<file path="src/rtl/fetch_sequencer.sv">
// Instruction-fetch controller: owns the PC, addresses the instruction ROM and
// presents each fetched word to decode through a one-entry valid/ready register.
module fetch_sequencer #(
    parameter int                ADDR_W      = 6,
    parameter logic [ADDR_W-1:0] RESET_PC    = '0,
    parameter logic [5:0]        HALT_OPCODE = 6'b111111
) (
    input  logic        clk_i,
    input  logic        rst_n_i,
    input  logic        start_i,
    output logic [31:0] rom_addr_o,
    input  logic [31:0] rom_data_i,
    output logic [31:0] inst_o,
    output logic [31:0] pc_o,
    output logic        inst_valid_o,
    input  logic        inst_ready_i,
    input  logic        redirect_i,
    input  logic [31:0] redirect_pc_i,
    output logic        halted_o
);

    typedef enum logic [1:0] {
        ST_IDLE   = 2'd0,
        ST_RUN    = 2'd1,
        ST_HALTED = 2'd2
    } state_t;

    state_t            state_q,   state_d;
    logic [ADDR_W-1:0] pc_q,      pc_d;
    logic [31:0]       inst_q,    inst_d;
    logic [ADDR_W-1:0] pc_out_q,  pc_out_d;
    logic              valid_q,   valid_d;
    logic              halted_q,  halted_d;

    logic              xfer;
    logic              is_halt;
    logic              can_load;
    logic              redirect_hi_unused;

    // Only the low ADDR_W bits of the redirect target address the ROM.
    assign redirect_hi_unused = ^redirect_pc_i[31:ADDR_W];

    assign xfer     = valid_q && inst_ready_i;
    assign is_halt  = (inst_q[31:26] == HALT_OPCODE);
    assign can_load = !valid_q || inst_ready_i;

    always_ff @(posedge clk_i) begin
        if (!rst_n_i) begin
            state_q  <= ST_IDLE;
            pc_q     <= RESET_PC;
            inst_q   <= '0;
            pc_out_q <= '0;
            valid_q  <= 1'b0;
            halted_q <= 1'b0;
        end else begin
            state_q  <= state_d;
            pc_q     <= pc_d;
            inst_q   <= inst_d;
            pc_out_q <= pc_out_d;
            valid_q  <= valid_d;
            halted_q <= halted_d;
        end
    end

    always_comb begin
        state_d  = state_q;
        pc_d     = pc_q;
        inst_d   = inst_q;
        pc_out_d = pc_out_q;
        valid_d  = valid_q;
        halted_d = halted_q;

        case (state_q)
            ST_IDLE: begin
                if (start_i) begin
                    state_d = ST_RUN;
                    pc_d    = RESET_PC;
                end
            end

            ST_RUN: begin
                // Redirect wins over everything, including a HALT being taken.
                if (redirect_i) begin
                    pc_d    = redirect_pc_i[ADDR_W-1:0];
                    valid_d = 1'b0;
                end else if (xfer && is_halt) begin
                    state_d  = ST_HALTED;
                    valid_d  = 1'b0;
                    halted_d = 1'b1;
                end else if (can_load) begin
                    inst_d   = rom_data_i;
                    pc_out_d = pc_q;
                    valid_d  = 1'b1;
                    pc_d     = pc_q + ADDR_W'(1);
                end
            end

            ST_HALTED: begin
                if (start_i) begin
                    state_d  = ST_RUN;
                    pc_d     = RESET_PC;
                    halted_d = 1'b0;
                end
            end

            default: begin
                state_d  = ST_IDLE;
                pc_d     = RESET_PC;
                valid_d  = 1'b0;
                halted_d = 1'b0;
            end
        endcase
    end

    assign rom_addr_o   = {{(32-ADDR_W){1'b0}}, pc_q};
    assign pc_o         = {{(32-ADDR_W){1'b0}}, pc_out_q};
    assign inst_o       = inst_q;
    assign inst_valid_o = valid_q;
    assign halted_o     = halted_q;

endmodule

</file>
<file path="config.mk">
export PLATFORM = sky130hd
export DESIGN_NAME = fetch_sequencer
export DESIGN_NICKNAME = d
export VERILOG_FILES = /design/src/rtl/fetch_sequencer.sv
export SDC_FILE = /design/constraint.sdc
export NUM_CORES = 1
export LEC_CHECK = 0
export CAP_MARGIN = 20
export CORE_AREA = 2 2 86 88
export DETAILED_ROUTE_END_ITERATION = 8
export DIE_AREA = 0 0 88 90
export GPL_ROUTABILITY_DRIVEN = 0
export PLACE_DENSITY = 0.77
export REMOVE_ABC_BUFFERS = 1
export SYNTH_ARGS = -nofsm -noshare
export SYNTH_HDL_FRONTEND = slang
export SYNTH_SLANG_ARGS = --single-unit
</file>
<file path="constraint.sdc">
create_clock -name clk_i -period 1.8 [get_ports clk_i]
set_input_delay 0.27 -clock clk_i [delete_from_list [all_inputs] [get_ports clk_i]]
set_output_delay 0.27 -clock clk_i [all_outputs]
set_load 0.01 [all_outputs]
</file>
==> metrics list, run 1 <==
- Overall global routing resource usage: 0.132
- Summing all non-filler instances in the final layout gives an area of 3210 sq um.
- Antenna cell count: 0
- Period utilisation layout: 0.944
- Leak: 0.00121 uW
- During I/O placement, the number of pins put on the boundary was 167.
- Synthesis produced 288 cells.
- In this run the horizontal extent of the chip is 88 um.
- Wires add up to 5.34 mm.
* Drc violations: 0
- Setup violations remaining at the end of the flow were counted as 0.
- The library cell used most frequently in the layout, excluding fill and tap cells, is clkdlybuf4s50_1.
- Initial Utilization: 0.326
- The number of setup buffers added after CTS is 0.
* Number of hold buffers added after CTS: 0
- The count of nets left with antenna violations once routing finished came out at 0.
- Setup repair after global routing missed its margin: no
- For this run, the top clock speed supported by timing is 0.589 GHz.
* Number of levels the H-tree was split into: 2
- Using the TritonRoute via totals, the vias-per-cell ratio works out to 4.31.
* Final max-slew violation count: 0
- The critical path in this run is classified as in2reg.
- Arrival time of the worst setup path: 1.95 ns
- Prior to clock tree synthesis, the placed netlist has a worst setup slack of -0.206 ns.
- Power density normalized to cell area: 686 nW/um^2
- Kind of end point of the critical path: flop
* Leading cell types in the layout, fill and taps excluded: 88 x clkdlybuf4s50_1, 81 x nand2_1, 52 x conb_1, 48 x a21oi_1, 48 x dfxtp_1
- Area added between synthesis and finish: 40.4%
- Total overflow reported by the global router: 0
- Fin Clk Skew: 0.00742 ns
- Global-route wire length before repair: 8.41 mm
- In the final layout, the share of cells above drive strength 1 is 0.0658.
- Die Footprint: 7920 sq um
- Standard cell core area: 7020 sq um
- Count of max-cap constraint violations: 0
* CTS clock-pin slew for the worst setup and hold paths: 0.09 ns
- Via count of the first global-routing pass: 1847
- Entering global routing, the biggest net connects 28 pins.
* Final #Nets: 449
* Setup TNS after final layout: 0 ns
- Cell Area, Placed: 3120 sq um
* Worst Hold Slack: 0.454 ns
- After legalization and detailed placement, the total HPWL measured 4.03 mm.
* Fraction of the yosys area taken by sequential cells: 0.420
- For the finished layout, the period the worst path requires is 1.70 ns.
- The number of antenna violations at the first check in global routing is 0.
* Highest ir drop seen on vdd: 306 uV
- TritonCTS clock tree: yes
- Site row count: 31
* Startpoint type of the worst setup path: input pin
- In this run, post-CTS repair resized a total of 0 instances.
* Path type of the worst min-delay path: reg2reg
* TritonRoute pass-1 iters: 4
- Post-synthesis instance area: 2290 sq um
- Clock Path Buffers: 2
- Number of buffers inserted by port buffering: 88
- Counting the buffers created by CTS gives 5.
* Critical path fanouts, max: 4
- PnR worst setup slack: 0.101 ns
- Chip Height: 90 um
- 1st-iter DRT viols: 76
- Yosys synthesis warning count: 0
- Data on the critical path is required at its endpoint by 2.05 ns.
* Hold violation total from the final report: 0
- Count of different cell masters after synthesis: 32
- Routed wire length per instance: 11.1 um
* Root Driver: clkbuf_8
* Count of placed standard cells in the final layout, fillers left out: 479
- Outcome: complete, no violations
* Post-synthesis sequential element count: 48
- Clk Latency, worst-skew pair: 0.29 ns
- After detailed placement, the design holds a cell count of 471.
* Synth Area per Inst: 7.95 sq um
* Clock sinks: 48
* DR vias: 2066
flip-flops by register name (all words and copies together) (netlist names):
register	flops
inst_o	32
pc_out_q	6
pc_q	6
state_q	2
halted_o	1
inst_valid_o	1
report_power, final:
| group | internal [uW] | leakage [uW] | switching (uW) | total [uW] |
|---|---|---|---|---|
| Sequential | 1100 | 0.000390 | 33.3 | 1140 |
| Combinational | 210 | 0.000771 | 201 | 411 |
| Clock | 307 | 0.0000510 | 348 | 655 |
Yosys cell counts:
cell / n / area share
nand2_1: 81 / 0.13
buf_4: 53 / 0.17
a21oi_1: 48 / 0.10
dfxtp_1: 48 / 0.42
clkbuf_1: 8 / 0.013
inv_1: 5 / 0.0082
a211oi_1: 4 / 0.013
buf_2: 4 / 0.0087
nor2_1: 4 / 0.0066
a22oi_1: 3 / 0.0098
buf_6: 3 / 0.015
nand3_1: 3 / 0.0066
o21ai_0: 3 / 0.0066
and4_1: 2 / 0.0077
xnor2_1: 2 / 0.0077
a211o_1: 1 / 0.0038
a211oi_2: 1 / 0.0055
a311o_1: 1 / 0.0044
a31o_2: 1 / 0.0038
a31oi_1: 1 / 0.0027
a32o_1: 1 / 0.0044
a32oi_1: 1 / 0.0038
and2_0: 1 / 0.0027
and3b_1: 1 / 0.0038
conb_1: 1 / 0.0016
ha_1: 1 / 0.0055
nand3_2: 1 / 0.0044
nor2b_1: 1 / 0.0027
nor3b_2: 1 / 0.0055
o211ai_1: 1 / 0.0033
o41ai_1: 1 / 0.0038
or3b_1: 1 / 0.0038
metal layers:
layer,vias to the layer above,track usage,routed length [um]
li1,1026,-,-
met1,942,0.144,2150
met2,89,0.234,2660
met3,9,0.0468,444
met4,0,0.0397,76
met5,-,0,0
worst max-delay path, cell delays in order:
cell and delay [ns]:
clkdlybuf4s50_1 0.47, or3b_1 0.47, buf_4 0.18, o41ai_1 0.36, a31o_2 0.19
logic make-up after synthesis:
kind of cell	Yosys count	share of synthesized area
XOR/XNOR	2	0.00766
AO/OA/AOI/OAI	67	0.170
other	1	0.00164
buffers and inverters	73	0.219
AND/OR/NAND/NOR	96	0.177
adder cells (fa/ha/maj)	1	0.00547
flip-flops	48	0.420
final cells by class:
class | instances | area [sq um]
inverters | 5 | 18.8
clock buffers | 6 | 82.6
repair buffers | 101 | 991
clock inverters | 2 | 10.0
multi-input cells | 218 | 1030
fillers | 699 | 3810
well taps | 99 | 124
flip-flops and latches | 48 | 961
stage by stage:
stage / power, uW / util
finish: 2200 / 0.458
CTS: 2240 / 0.458
detailed placement: 1570 / 0.444
global route: 2320 / 0.458
global placement: 1570 / 0.444
floorplan: 1330 / -
path summary, 6_finish.rpt:
path / endpoint / slack, ns / startpoint / depth (start not counted)
worst max-delay path: pc_q[5] / 0.10 / redirect_i / 5
worst min-delay path: pc_out_q[4] / 0.45 / pc_out_q[4] / 2
worst max register to register: pc_q[5] / 0.15 / state_q[0] / 4
worst min register to register: pc_out_q[4] / 0.45 / pc_out_q[4] / 2
Power figures use the tool's default switching activity.
==> run 2, diff against run 1 <==
--- a/config.mk
+++ b/config.mk
@@ -9,7 +9,6 @@
 export CORE_AREA = 2 2 86 88
 export DETAILED_ROUTE_END_ITERATION = 8
 export DIE_AREA = 0 0 88 90
-export GPL_ROUTABILITY_DRIVEN = 0
 export PLACE_DENSITY = 0.77
 export REMOVE_ABC_BUFFERS = 1
 export SYNTH_ARGS = -nofsm -noshare
==> results of run 2 <==
No change in the layout: final DEF, timing and power equal those of run 1.
==> run 3, diff against run 2 <==
--- a/config.mk
+++ b/config.mk
@@ -5,11 +5,12 @@
 export SDC_FILE = /design/constraint.sdc
 export NUM_CORES = 1
 export LEC_CHECK = 0
+export ABC_AREA = 1
 export CAP_MARGIN = 20
-export CORE_AREA = 2 2 86 88
+export CORE_AREA = 2 2 88 90
 export DETAILED_ROUTE_END_ITERATION = 8
-export DIE_AREA = 0 0 88 90
-export PLACE_DENSITY = 0.77
+export DIE_AREA = 0 0 90 92
+export PLACE_DENSITY = 0.78
 export REMOVE_ABC_BUFFERS = 1
 export SYNTH_ARGS = -nofsm -noshare
 export SYNTH_HDL_FRONTEND = slang
==> metrics list, run 3 <==
- Outcome: complete, no violations
- Counting flops and latches in the post-synthesis netlist gives 48.
- Number of hold buffers added after CTS: 0
- For the worst setup path, the data required time is 1.53 ns.
- In this run the cell area of the synthesized design comes to 2560 sq um.
- The first global-routing pass estimated 10.1 mm of wire.
* Antenna Nets Post-Route: 0
- The number of buffers and inverters on the critical path is 1.
* Slowest library cell on the worst path: clkdlybuf4s50_1
- For this run, the register share of the synthesized area comes to 0.376.
- By startpoint and endpoint, the worst setup path is classified as reg2out.
- Period utilisation layout: 0.923
* Number of levels the H-tree was split into: 2
- IO Count: 167
- The tree is rooted in a clkbuf_8.
- Peak clock frequency supported by timing: 0.602 GHz
- Clk Latency, worst-skew pair: 0.29 ns
- Port buffering added 88 buffers.
* Post-route standard cell area excluding fillers: 3470 sq um
- The register with the most flip-flops in the layout has 32 of them.
- The number of pins exceeding their max-slew limit in the final report is 0.
- The cell count after synthesis came out at 332.
- Setup repair after global routing missed its margin: no
- Final #Nets: 489
- Data arrives at the worst endpoint at 1.39 ns.
- Cell Area, Placed: 3370 sq um
- Relative to the synthesized area, the layout overhead comes to 35.9%.
* Post-CTS setup buffer count: 0
* Antenna cell count: 0
- Among all flip-flop cells after synthesis, the most frequent one is dfxtp_1.
- TritonRoute pass-1 iters: 5
- In this run, CTS created clock tree buffers numbering 5.
- The clock arrives with 0.00706 ns of skew.
- Initial antenna violation count: 0
* Count of different cell masters after synthesis: 27
- Dominant cell by count in the synthesized netlist: nand2_1
- In this run the worst hold path is classified as reg2reg.
- CP peak stage delay: 0.61 ns
- Detailed placement finished with a half-perimeter wire length of 4.50 mm.
* Drc violations: 0
- The top cell types in the final layout, fill and taps aside, are 88 x clkdlybuf4s50_1, 63 x nand2_1, 52 x conb_1, 48 x dfxtp_1, 39 x nand4_1.
* Share of flip-flops with an asynchronous set or reset after synthesis: 0
- The total overflow left after global routing is 0.
- The number of global-route vias before repair was 2227.
* Count of max-cap constraint violations: 0
* Site row count: 32
* Fraction of synthesized cell area taken by the top area cell type: 0.376
- Routability-driven placement finished with a final weighted congestion of 0.857.
- The die is 92 um tall.
- The floorplan step defined a die boundary enclosing 8280 sq um.
* Critical path, cell by cell: clkdlybuf4s50_1
- 1st-iter DRT viols: 60
* Leak: 0.00130 uW
* Power density normalized to cell area: 678 nW/um^2
- Post-CTS repair changed the size of 0 cells.
* TritonCTS clock tree: yes
- Overall global routing resource usage: 0.146
* Critical path fanouts, max: 7
- The final-report hold violation count is 0.
* Startpoint type of the worst setup path: flop
* Top post-synthesis cells by area: dfxtp_1 38%, buf_4 16%, nand4_1 9.5%
- Number of vias per cell: 4.50
* Initial Utilization: 0.343
* Setup violation total in the final timing report: 0
- dfxtp_1 takes more of the synthesized area than any other cell.
- Worst Hold Slack: 0.462 ns
- Number of synthesized flops with an enable pin: 0
- Routed wire length per instance: 11.8 um
- Detailed routing inserted a total of 2349 vias.
- Total wire length after detailed routing: 6.14 mm
- Highest ir drop seen on vdd: 269 uV
- Kind of end point of the critical path: output port
- Of the cells placed in the final design, the portion with a size suffix greater than 1 is 0.117.
- Commonest non-fill, non-tap cell in the layout: clkdlybuf4s50_1
- After floorplanning, the core was sized to cover 7450 sq um.
- By count the netlist is led by 63 x nand2_1, 56 x buf_4, 48 x dfxtp_1.
* CTS clock-pin slew for the worst setup and hold paths: 0.09 ns
- Yosys synthesis warning count: 0
- Width of the die: 90 um
- Kind of cell adding the most delay to the critical path: buffers and inverters
* Clock Path Buffers: 2
* Synth Area per Inst: 7.70 sq um
* Pin count of the biggest net entering global routing: 40
- Counting every sink on the clock net gives 48.
* Min cycle time layout: 1.66 ns
run 3: worst paths after layout:
path | start | endpoint | slack [ns] | depth (start not counted)
worst max-delay path | pc_q[0] | rom_addr_o[0] | 0.14 | 1
worst min-delay path | inst_o[9] | inst_o[9] | 0.46 | 2
worst max register to register | state_q[0] | pc_q[3] | 0.43 | 7
worst min register to register | inst_o[9] | inst_o[9] | 0.46 | 2
run 3: metrics by stage:
step | cells | util | TNS [ns] | setup slack, ns | total power [uW]
global route | 522 | 0.466 | 0 | 0.0810 | 2480
floorplan | 311 | - | -16.44 | -0.423 | 1370
finish | 522 | 0.466 | 0 | 0.139 | 2360
global placement | 514 | 0.452 | 0 | 0.132 | 1610
detailed placement | 514 | 0.452 | 0 | 0.0704 | 1620
CTS | 522 | 0.466 | 0 | 0.131 | 2400
run 3: kinds of logic (layout without fill, tap and decap cells):
logic type | count (synthesis) | after routing | synth area share
and+or+nand+nor | 145 | 145 | 0.280
buffers and inverters | 86 | 123 | 0.222
AOI/OAI and AO/OA | 51 | 51 | 0.116
DFF | 48 | 48 | 0.376
adders and majority gates | 1 | 1 | 0.00489
other | 1 | 52 | 0.00147
run 3: metal layers:
layer  global-route usage  part of all wire  up-vias
li1                     -                 -     1180
met1                0.171              0.43     1063
met2                0.268              0.50       99
met3               0.0345             0.060        7
met4               0.0346            0.0065        0
met5                    0                 0        -
run 3: worst reg2reg max path, cell delays in order (launching register included):
cell and delay, ns:
dfxtp_1 0.44, nand3_2 0.16, clkinv_2 0.13, buf_4 0.21
nand2_1 0.06, o21ai_0 0.16, nor2_1 0.06, nor2_1 0.10
run 3: layout make-up:
cell class	instances	area (sq um)
clock buffers	6	72.6
inverters	14	53.8
fillers	734	3970
flip-flops and latches	48	961
repair buffers	101	1000
multi-input cells	249	1220
well taps	102	128
clock inverters	2	35.0
run 3: power breakdown:
| group | internal (uW) | leakage, uW | switching [uW] |
|---|---|---|---|
| Sequential | 1110 | 0.000390 | 34.9 |
| Clock | 413 | 0.0000552 | 344 |
| Combinational | 224 | 0.000857 | 235 |
| Total | 1740 | 0.00130 | 614 |
